<file path="config.mk">
export PLATFORM = sky130hd
export DESIGN_NAME = fix_conn_scheduler
export DESIGN_NICKNAME = d
export VERILOG_FILES = /design/src/rtl/fix_pkg.sv /design/src/rtl/fix_rr_arb.sv /design/src/rtl/fix_conn_scheduler.sv
export SDC_FILE = /design/constraint.sdc
export NUM_CORES = 1
export LEC_CHECK = 0
export CAP_MARGIN = 30
export CORE_MARGIN = 8
export CORE_UTILIZATION = 50
export DETAILED_ROUTE_END_ITERATION = 12
export HOLD_SLACK_MARGIN = 0.03
export PLACE_DENSITY_LB_ADDON = 0.25
export SLEW_MARGIN = 20
export SYNTH_ARGS = -nofsm -noshare
export SYNTH_HDL_FRONTEND = slang
export SYNTH_HIERARCHICAL = 1
export SYNTH_SLANG_ARGS = --single-unit
</file>
<file path="constraint.sdc">
create_clock -name clk -period 5.6 [get_ports clk]
set_clock_uncertainty 0.1 [all_clocks]
set_input_delay 1.12 -clock clk [delete_from_list [all_inputs] [get_ports clk]]
set_output_delay 1.12 -clock clk [all_outputs]
set_load 0.01 [all_outputs]
</file>
<file path="src/rtl/fix_pkg.sv">
// Shared definitions for the FIX connection scheduler: host count, host index
// width and the scheduler FSM state encoding.
package fix_pkg;

  localparam int NUM_HOSTS = 4;
  localparam int HOST_W    = 2;

  typedef enum logic [2:0] {
    IDLE,
    ARB,
    CONNECT,
    WAIT_ACK,
    DISCONNECT
  } fix_state_t;

  function automatic logic [NUM_HOSTS-1:0] host_onehot(input logic [HOST_W-1:0] h);
    return NUM_HOSTS'(1) << h;
  endfunction

endpackage

</file>
<file path="src/rtl/fix_rr_arb.sv">
// Four-way round-robin selector: returns the first requesting host found when
// scanning upward (with wrap) from ptr.
module fix_rr_arb
  import fix_pkg::*;
(
  input  logic [NUM_HOSTS-1:0] req,
  input  logic [HOST_W-1:0]    ptr,
  output logic [HOST_W-1:0]    grant,
  output logic                 grant_valid
);

  logic [HOST_W-1:0] idx;

  // Scan from farthest to nearest so the host closest to ptr is written last.
  always_comb begin
    grant       = '0;
    grant_valid = 1'b0;
    idx         = '0;
    for (int i = NUM_HOSTS - 1; i >= 0; i--) begin
      idx = ptr + HOST_W'(i);
      if (req[idx]) begin
        grant       = idx;
        grant_valid = 1'b1;
      end
    end
  end

endmodule

</file>
<file path="src/rtl/fix_conn_scheduler.sv">
// Serialises per-host connect/disconnect requests towards the TOE, with
// round-robin fairness, acknowledge timeout and bounded connect retries.
module fix_conn_scheduler
  import fix_pkg::*;
#(
  parameter int TIMEOUT   = 64,
  parameter int MAX_RETRY = 3
) (
  input  logic                 clk,
  input  logic                 rst,
  input  logic [NUM_HOSTS-1:0] conn_req_i,
  input  logic [NUM_HOSTS-1:0] disc_req_i,
  input  logic                 connected_i,
  input  logic [HOST_W-1:0]    connected_host_addr_i,
  output logic                 connect_req_o,
  output logic [HOST_W-1:0]    connect_addr_o,
  output logic                 disconnect_o,
  output logic [HOST_W-1:0]    disconnect_host_num_o,
  output logic [NUM_HOSTS-1:0] conn_state_o,
  output logic [NUM_HOSTS-1:0] conn_fail_o,
  output logic                 busy_o
);

  localparam int CNT_W = $clog2(TIMEOUT) + 1;
  localparam int ATT_W = $clog2(MAX_RETRY + 1) + 1;

  fix_state_t           state, state_nxt;
  logic [HOST_W-1:0]    host_q;
  logic [HOST_W-1:0]    ptr_q;
  logic [CNT_W-1:0]     cnt_q;
  logic [ATT_W-1:0]     att_q;

  logic [NUM_HOSTS-1:0] pend_conn, pend_disc, arb_req;
  logic [HOST_W-1:0]    arb_grant;
  logic                 arb_valid;
  logic                 ack_hit, timeout_hit, retry_ok, leave_job;

  assign pend_conn   = conn_req_i & ~conn_state_o;
  assign pend_disc   = disc_req_i & conn_state_o;
  // Disconnects win outright; a connected host can never also be pending-connect.
  assign arb_req     = (|pend_disc) ? pend_disc : pend_conn;
  assign ack_hit     = connected_i && (connected_host_addr_i == host_q);
  assign timeout_hit = (cnt_q == CNT_W'(TIMEOUT - 1));
  assign retry_ok    = (att_q < ATT_W'(MAX_RETRY));
  assign leave_job   = ((state == WAIT_ACK) && (state_nxt == IDLE)) || (state == DISCONNECT);

  fix_rr_arb u_arb (
    .req         (arb_req),
    .ptr         (ptr_q),
    .grant       (arb_grant),
    .grant_valid (arb_valid)
  );

  always_comb begin
    state_nxt             = state;
    connect_req_o         = 1'b0;
    connect_addr_o        = '0;
    disconnect_o          = 1'b0;
    disconnect_host_num_o = '0;
    busy_o                = (state != IDLE);
    case (state)
      IDLE:       if (|(pend_conn | pend_disc)) state_nxt = ARB;
      ARB: begin
        if (!arb_valid)      state_nxt = IDLE;
        else if (|pend_disc) state_nxt = DISCONNECT;
        else                 state_nxt = CONNECT;
      end
      CONNECT: begin
        connect_req_o  = 1'b1;
        connect_addr_o = host_q;
        state_nxt      = WAIT_ACK;
      end
      WAIT_ACK: begin
        if (ack_hit)          state_nxt = IDLE;
        else if (timeout_hit) state_nxt = retry_ok ? CONNECT : IDLE;
      end
      DISCONNECT: begin
        disconnect_o          = 1'b1;
        disconnect_host_num_o = host_q;
        state_nxt             = IDLE;
      end
      default:    state_nxt = IDLE;
    endcase
  end

  always_ff @(posedge clk or posedge rst) begin
    if (rst) begin
      state        <= IDLE;
      host_q       <= '0;
      ptr_q        <= '0;
      cnt_q        <= '0;
      att_q        <= '0;
      conn_state_o <= '0;
      conn_fail_o  <= '0;
    end else begin
      state       <= state_nxt;
      conn_fail_o <= '0;
      if (state == ARB) begin
        att_q <= '0;
        if (arb_valid) host_q <= arb_grant;
      end
      if (state == CONNECT) begin
        cnt_q <= '0;
        att_q <= att_q + 1'b1;
      end else if ((state == WAIT_ACK) && (cnt_q != '1)) begin
        cnt_q <= cnt_q + 1'b1;
      end
      if ((state == WAIT_ACK) && ack_hit)
        conn_state_o <= conn_state_o | host_onehot(host_q);
      if ((state == WAIT_ACK) && !ack_hit && timeout_hit && !retry_ok)
        conn_fail_o <= host_onehot(host_q);
      if (state == DISCONNECT)
        conn_state_o <= conn_state_o & ~host_onehot(host_q);
      if (leave_job) ptr_q <= host_q + 1'b1;
    end
  end

endmodule

</file>
==> impl_metrics.py, run 1 <==
metrics = {
    "logic_synthesis": {
        "avgSynthCellArea_um2": 9.74,
        "synth_edf_count": 0,
        "ys_warn_count": 6,
        "synth.distinct_cells": 40,
        "synth-async-reset-ratio": 1.00,
        "seq_area_frac_synth": 0.431,
        "ys.flop_type": "dfrtp_1",
        "synthesis.nets": 168,
        "synth_top_area_share": 0.431,
        "yosys.area.top_type": "dfrtp_1",
        "yosys.cell_count.top_type": "dfrtp_1",
        "netlist_top_cells_count": "dfrtp_1, nor2_1, a21oi_1",
        "netlist_instances": 149,
        "synth.area.top_cells": "dfrtp_1, ha_1, a21oi_1",
        "ys_seq_elements": 25,
        "synthesis.area_um2": 1450,
    },
    "setup_path": {
        "path_class": "input port to flip-flop",
        "critPathTopFamily": "compound AO/OA/AOI/OAI gates",
        "cp_slowest_cell": "clkdlybuf4s50_1",
        "critPathBufInv": 1,
        "required_ps": 5710,
        "crit_path_max_fanout": 6,
        "cp_slowest_stage_delay_ps": 420,
        "arrival_ps": 3580,
        "cp-start-kind": "input port",
        "cp-end-kind": "flip-flop",
        "crit_chain": "clkdlybuf4s50_1 > a22oi_1 > nand3_1 > o21ai_0 > nor2_1 > nand2_1 > and4bb_4 > a41oi_2 > o22ai_2 > a211oi_2 > mux2_4",
    },
    "routing": {
        "drtPass1Iterations": 4,
        "wire_per_inst_um": 15.6,
        "drc": 0,
        "finalWirelength_um": 3250,
        "drt_iter0_drc": 31,
        "viasPerCell": 5.70,
        "drtAntennaViolNets": 0,
        "num_vias": 1192,
    },
    "timing": {
        "slew-limit-headroom": 0.644,
        "hold_viol_final": 0,
        "final.period_utilization": 0.619,
        "min_period_ps": 3470,
        "fmax_mhz": 288,
        "fin_setup_tns_ps": 0,
        "fin_ws_ps": 2130,
        "worstMarginPinSlew_ps": 534,
        "rsz0062_at_grt": "false",
        "setup_viol": 0,
        "report.final.slew_viol_count": 0,
    },
    "power": {
        "powerDensity_nw_per_um2": 452,
        "ir_drop_uv": 343,
        "p_total_uw": 808,
        "p_leak_uw": 0.000748,
    },
    "grt": {
        "grt_max_degree": 26,
        "grt_overflow_total": 0,
        "grt_pass1_wl_um": 5530,
        "grt_usage": 0.133,
        "grt_pass1_vias": 1183,
        "antenna_found_initial": 0,
    },
    "floorplanning": {
        "fp.dieH_um": 69.9,
        "die_w_um": 69.9,
        "rows": 19,
        "io_pins": 28,
        "die_area_um2": 4880,
        "initial_core_util": 0.526,
        "coreArea_um2": 2760,
    },
    "clock_tree": {
        "cts_buffer_depth": 2,
        "cts.sinks": 25,
        "path_clk_slew_ps": 140,
        "hold_buffers": 0,
        "cts_setup_buffers": 0,
        "insertion_delay_ps": 320,
        "cts_tree": "done",
        "post_cts_resized": 0,
        "numCtsBuffers": 3,
        "cts_root_buf": "clkbuf_4",
        "h-tree-depth": 1,
    },
    "flow_run": {
        "maxCapViolCount": 0,
    },
    "run_status": {
        "status": "complete, no violations",
    },
    "cells_and_area": {
        "fin_area_um2": 1790,
        "antenna-diode-count": 0,
        "drive_gt1_frac": 0.0955,
        "n_fill_cell": 236,
        "area_growth_pct": 23.1,
        "num-nets-final": 198,
    },
    "placement": {
        "place_congestion": 0.829,
        "hpwlAfterDp_um": 2500,
        "dp_slack_ps": 1840,
        "portBuffers": 27,
        "post_dp_cell_area_um2": 1740,
    },
    "hold_path": {
        "hp-class": "flip-flop to flip-flop",
    },
}
## worst min-delay path, stage by stage (launching register included)
cell,delay [ps]
dfrtp_1,400
a31oi_1,50
nor2_1,70
## where the power goes
group          internal [µW]  switching, µW  total (µW)
Combinational            196            201         398
Sequential               233           95.4         328
Clock                   27.3           55.1        82.4
Total                    456            352         808
## stage by stage
| step | util | hold WS, ps | cells |
|---|---|---|---|
| finish | 0.648 | 452 | 209 |
| global route | 0.648 | 480 | 209 |
| CTS | 0.642 | 456 | 208 |
| detailed placement | 0.632 | 424 | 204 |
| global placement | 0.632 | 412 | 204 |
| floorplan | - | 392 | 149 |
## kinds of logic (layout without fill, tap and decap cells)
logic type / Yosys count / count (layout) / share of synthesized area
AO/OA/AOI/OAI: 35 / 35 / 0.160
XOR/XNOR: 7 / 7 / 0.0422
adder cells (fa/ha/maj): 6 / 6 / 0.0517
buffers and inverters: 7 / 36 / 0.0233
flip-flops: 25 / 25 / 0.431
multiplexers: 4 / 4 / 0.0345
AND/OR/NAND/NOR: 65 / 65 / 0.257
## layout make-up
type	count	area [µm²]	share of cell area
Tap cell	31	38.8	0.0217
Inverter	4	15.0	0.00840
Multi-Input combinational cell	117	792	0.443
Clock inverter	1	7.51	0.00420
Sequential cell	25	626	0.350
Timing Repair Buffer	28	285	0.160
Clock buffer	3	22.5	0.0126
## placed cells by master, fill, tap and decap left out, drive strengths merged, types with 2 or more instances in the layout
cell type	synthesis	layout
a211oi	3	3
a21oi	14	14
a31oi	2	2
and2	7	7
clkbuf	2	3
clkdlybuf4s50	0	27
dfrtp	25	25
ha	6	6
inv	4	4
mux2	2	2
mux2i	2	2
nand2	12	12
nand2b	7	7
nand3	2	2
nand4	4	4
nor2	15	15
nor2b	2	2
nor3	4	4
nor3b	4	4
nor4	2	2
o21ai	10	10
xnor2	3	3
xor2	4	4
## worst paths after layout
| check | from | to | slack, ps | cells after the start |
|---|---|---|---|---|
| min in group asynchronous | rst | cnt_q[2] | 980 | 2 |
| max in group asynchronous | rst | state[0] | 3970 | 3 |
| worst min-delay path | cnt_q[6] | cnt_q[6] | 450 | 2 |
| worst max register to register | flip-flop | ptr_q[1] | 2910 | 10 |
| worst min register to register | cnt_q[6] | cnt_q[6] | 450 | 2 |
| worst max-delay path | disc_req_i[1] | ptr_q[1] | 2130 | 11 |
## metal layers
metal | up-vias | global-route usage | share of wire
li1 | 593 | - | -
met1 | 576 | 0.153 | 0.44
met2 | 21 | 0.232 | 0.51
met3 | 2 | 0.0282 | 0.041
met4 | 0 | 0.0513 | 0.0065
met5 | - | 0 | 0
Note: power is estimated with default switching activity, not from simulation.
==> inputs of run 2 (changes only) <==
Clock period 5.6 ns to 3.4 ns, I/O delays scaled along.
==> run 2 against run 1 <==
Final cell count grew 0.48%. Core utilization is 0.64 points higher. Flip-flop and latch count unchanged. Global-route usage down 0.19 points. Largest cell class unchanged.
==> impl_metrics.py, run 2 (same netlist as run 1, synthesis figures left out) <==
metrics = {
    "clock_tree": {
        "insertion_delay_ps": 310,
        "cts_tree": "done",
        "cts_setup_buffers": 0,
        "cts_root_buf": "clkbuf_4",
        "cts.sinks": 25,
        "h-tree-depth": 1,
        "path_clk_slew_ps": 140,
        "numCtsBuffers": 3,
        "cts_buffer_depth": 2,
        "hold_buffers": 0,
        "post_cts_resized": 0,
    },
    "cells_and_area": {
        "final_cell_mix": "clkdlybuf4s50_1, dfrtp_1, nor2_1",
        "antenna-diode-count": 0,
        "area_growth_pct": 24.3,
        "mostFrequentLayoutCell": "clkdlybuf4s50_1",
        "drive_gt1_frac": 0.101,
        "fin_area_um2": 1800,
        "seq_area_um2": 626,
        "n_fill_cell": 234,
        "finish.utilization": 0.654,
        "num-nets-final": 199,
        "multi_input_area_um2": 792,
    },
    "setup_path": {
        "r2r-end": "ptr_q[0]",
        "path_class": "input port to flip-flop",
        "r2r_setup_slack_ps": 770,
        "arrival_ps": 3100,
        "required_ps": 3510,
        "rr_worst_depth": 10,
        "crit_chain": "clkdlybuf4s50_1 > a22oi_1 > nand3_1 > o21ai_0 > nor2_1 > nand2_1 > and4bb_4 > a41oi_2 > o22ai_2 > a211oi_2 > mux2_4",
        "cp-start-kind": "input port",
        "crit_path_max_fanout": 6,
        "cp_slowest_stage_delay_ps": 430,
        "cp-end-kind": "flip-flop",
        "cp_slowest_cell": "clkdlybuf4s50_1",
    },
    "placement": {
        "hpwlAfterDp_um": 2510,
        "portBuffers": 27,
        "place_congestion": 0.843,
        "dp_slack_ps": 122,
        "post_dp_cell_area_um2": 1750,
    },
    "floorplanning": {
        "io_pins": 28,
        "fp.dieH_um": 69.9,
        "die_w_um": 69.9,
        "rows": 19,
        "initial_core_util": 0.526,
        "die_area_um2": 4880,
        "coreArea_um2": 2760,
    },
    "power": {
        "p_leak_uw": 0.000762,
        "powerDensity_nw_per_um2": 738,
        "p_sw_uw": 573,
        "internal_power_uw": 760,
        "combPwrFrac": 0.497,
        "ir_drop_uv": 521,
        "clock_power_share": 0.098,
        "seq_power_share": 0.405,
        "switching_share": 0.430,
    },
    "timing": {
        "report.final.slew_viol_count": 0,
        "fin_ws_ps": 415,
        "min_period_ps": 2990,
        "slew-limit-headroom": 0.642,
        "fmax_mhz": 335,
        "fin_setup_tns_ps": 0,
        "setup_viol": 0,
        "worstMarginPinSlew_ps": 537,
        "hold_viol_final": 0,
        "final.period_utilization": 0.878,
        "rsz0062_at_grt": "false",
    },
    "routing": {
        "drc": 0,
        "drtAntennaViolNets": 0,
        "drt_iter0_drc": 33,
        "viasPerCell": 5.73,
        "drtPass1Iterations": 4,
        "wire_per_inst_um": 15.8,
        "num_vias": 1204,
        "finalWirelength_um": 3310,
    },
    "hold_path": {
        "min_path_cells": 2,
        "hold_path_end": "cnt_q[1]",
        "min-delay-start": "cnt_q[1]",
        "hp-class": "flip-flop to flip-flop",
    },
    "grt": {
        "grt_usage": 0.131,
        "grt_pass1_vias": 1152,
        "antenna_found_initial": 0,
        "grt_max_degree": 26,
        "grt_overflow_total": 0,
        "grt_pass1_wl_um": 5490,
    },
    "flow_run": {
        "maxCapViolCount": 0,
    },
    "run_status": {
        "status": "complete, no violations",
    },
}
-- run 2: cell types whose count changed in the layout (fill, tap and decap cells not counted), sizes merged --
cell / change
clkinvlp: -1
buf: +1
clkinv: +1
-- run 2: final cells by class --
| type | instances | share of cell area |
|---|---|---|
| inverter | 4 | 0.00832 |
| clock buffer | 3 | 0.0125 |
| multi-input combinational | 117 | 0.439 |
| sequential | 25 | 0.347 |
| tap | 31 | 0.0215 |
| clock inverter | 1 | 0.00277 |
| timing repair buffer | 29 | 0.169 |
-- run 2: how the worst max path moves through the flow --
| stage | from | endpoint | slack [ps] | depth (start not counted) |
|---|---|---|---|---|
| 6_report | disc_req_i[1] | ptr_q[0] | 410 | 11 |
| 5_1_grt | disc_req_i[1] | ptr_q[0] | 230 | 11 |
| 4_1_cts | state[2] | disconnect_host_num_o[1] | 450 | 3 |
| 3_5_place_dp | disc_req_i[1] | ptr_q[0] | 120 | 11 |
| 2_1_floorplan | disc_req_i[1] | ptr_q[0] | 780 | 10 |
| 3_3_place_gp | disc_req_i[1] | ptr_q[1] | 230 | 11 |
-- run 2: power groups by stage --
| stage | sequential (µW) | combinational [µW] | clock, µW |
|---|---|---|---|
| after floorplan | 483 | 504 | 0 |
| after global routing | 559 | 735 | 147 |
| after detailed placement | 544 | 658 | 0 |
| after CTS | 537 | 662 | 138 |
| final | 540 | 662 | 131 |
| after global placement | 538 | 640 | 0 |
-- run 2: routing by layer --
layer  vias up  GRT usage  routed length, µm
li1        594          -                  -
met1       575      0.155               1490
met2        28      0.225               1630
met3         7     0.0268                130
met4         0     0.0513                 61
met5         -          0                  0
-- run 2: critical path, delay by kind of cell --
kind	cells	cell delay (ps)
buffers and inverters	1	430
AND/OR/NAND/NOR	4	690
multiplexers	1	300
AO/OA/AOI/OAI	5	1010
-- run 2: stage by stage --
step / std cells / power [µW] / hold slack [ps]
5_1_grt: 210 / 1440 / 501
2_1_floorplan: 149 / 987 / 392
3_5_place_dp: 205 / 1200 / 444
4_1_cts: 209 / 1340 / 477
3_3_place_gp: 205 / 1180 / 414
6_report: 210 / 1330 / 468
==> inputs of run 3 (changes only) <==
Settings changed: CORE_MARGIN 8 to 2, CORE_UTILIZATION 50 to 40.
==> run 3 against run 2 <==
Worst hold slack got worse by 18 ps. Wire length shrank 1.7%. Via count grew 1.5%. Critical path depth did not move. Flip-flop and latch count unchanged. Clock power up 6%. Combinational power is 0.9% higher. Worst setup slack worse by 26 ps. Largest cell class unchanged.
==> impl_metrics.py, run 3 (same netlist as run 1, synthesis figures left out) <==
metrics = {
    "setup_path": {
        "path_class": "input port to flip-flop",
        "rr_worst_depth": 10,
        "cp-end-kind": "flip-flop",
        "crit_chain": "clkdlybuf4s50_1 > a22oi_1 > nand3_1 > o21ai_0 > nor2_1 > nand2_1 > and4bb_4 > a41oi_2 > o22ai_2 > a211oi_2 > mux2_4",
        "cp_slowest_stage_delay_ps": 420,
        "r2r_setup_slack_ps": 710,
        "arrival_ps": 3130,
        "cp-start-kind": "input port",
        "critPathBufInv": 1,
        "r2r-end": "ptr_q[1]",
        "critPathTopFamily": "compound AO/OA/AOI/OAI gates",
        "crit_path_max_fanout": 6,
        "cp_slowest_cell": "clkdlybuf4s50_1",
        "required_ps": 3520,
    },
    "cells_and_area": {
        "n_fill_cell": 306,
        "num-nets-final": 199,
        "antenna-diode-count": 0,
        "area_growth_pct": 24.9,
        "final_cell_mix": "clkdlybuf4s50_1, dfrtp_1, nor2_1",
        "mostFrequentLayoutCell": "clkdlybuf4s50_1",
        "drive_gt1_frac": 0.101,
        "seq_area_um2": 626,
        "multi_input_area_um2": 792,
    },
    "clock_tree": {
        "cts_tree": "done",
        "path_clk_slew_ps": 140,
        "insertion_delay_ps": 320,
        "cts_setup_buffers": 0,
        "post_cts_resized": 0,
        "cts_root_buf": "clkbuf_4",
        "hold_buffers": 0,
        "cts_buffer_depth": 2,
        "cts.sinks": 25,
        "numCtsBuffers": 3,
        "h-tree-depth": 1,
    },
    "hold_path": {
        "hp-class": "flip-flop to flip-flop",
        "hold_path_end": "cnt_q[6]",
        "min_path_cells": 2,
        "min-delay-start": "cnt_q[6]",
    },
    "placement": {
        "portBuffers": 27,
        "dp_slack_ps": 56.1,
        "hpwlAfterDp_um": 2450,
        "place_congestion": 0.799,
    },
    "flow_run": {
        "maxCapViolCount": 0,
    },
    "timing": {
        "fin_setup_tns_ps": 0,
        "report.final.slew_viol_count": 0,
        "worstMarginPinSlew_ps": 561,
        "fmax_mhz": 332,
        "fin_ws_ps": 389,
        "final.period_utilization": 0.886,
        "hold_viol_final": 0,
        "rsz0062_at_grt": "false",
        "setup_viol": 0,
        "slew-limit-headroom": 0.626,
        "min_period_ps": 3010,
    },
    "floorplanning": {
        "fp.dieH_um": 64.2,
        "initial_core_util": 0.425,
        "rows": 21,
        "die_area_um2": 4130,
        "die_w_um": 64.2,
        "io_pins": 28,
        "coreArea_um2": 3420,
    },
    "routing": {
        "num_vias": 1222,
        "wire_per_inst_um": 14.5,
        "drtPass1Iterations": 4,
        "drtAntennaViolNets": 0,
        "viasPerCell": 5.43,
        "drt_iter0_drc": 34,
        "drc": 0,
        "finalWirelength_um": 3260,
    },
    "power": {
        "ir_drop_uv": 263,
        "p_total_uw": 1350,
        "p_leak_uw": 0.000753,
        "powerDensity_nw_per_um2": 743,
    },
    "grt": {
        "antenna_found_initial": 0,
        "grt_pass1_wl_um": 5670,
        "grt_usage": 0.178,
        "grt_max_degree": 26,
        "grt_pass1_vias": 1244,
        "grt_overflow_total": 0,
    },
    "run_status": {
        "status": "complete, no violations",
    },
}
run 3: report_power, final:
group / internal [µW] / switching [µW]
clock network: 45.0 / 94.1
registers: 383 / 158
logic: 331 / 337
run 3: final cells by class:
cell class,count,area share
Clock buffer,3,0.0124
Clock inverter,1,0.00414
Inverter,4,0.00828
Multi-Input combinational cell,117,0.437
Sequential cell,25,0.345
Tap cell,46,0.0317
Timing Repair Buffer,29,0.161
run 3: metrics by stage:
stage / util / hold slack [ps] / cell area [µm²] / cells
global placement: 0.518 / 414 / 1770 / 220
finish: 0.531 / 450 / 1810 / 225
CTS: 0.526 / 452 / 1800 / 224
floorplan: - / 392 / 1450 / 149
detailed placement: 0.518 / 421 / 1770 / 220
global route: 0.531 / 496 / 1810 / 225
run 3: worst max path at each step:
stage,startpoint,to,cells past startpoint
global placement,disc_req_i[1],ptr_q[0],11
finish,disc_req_i[1],ptr_q[1],11
global route,disc_req_i[1],ptr_q[1],11
floorplan,disc_req_i[1],ptr_q[0],10
CTS,disc_req_i[3],ptr_q[1],11
detailed placement,disc_req_i[3],ptr_q[1],11
run 3: worst min-delay path: stages, from the launching register on:
cell and delay (ps):
dfrtp_1 400, a31oi_1 50, nor2_1 80
run 3: metal layers:
layer	track usage	up-vias	wire, µm
met2	0.318	33	1660
met3	0.0176	6	114
met1	0.213	588	1430
li1	-	595	-
met5	0	-	0
met4	0.0824	0	51
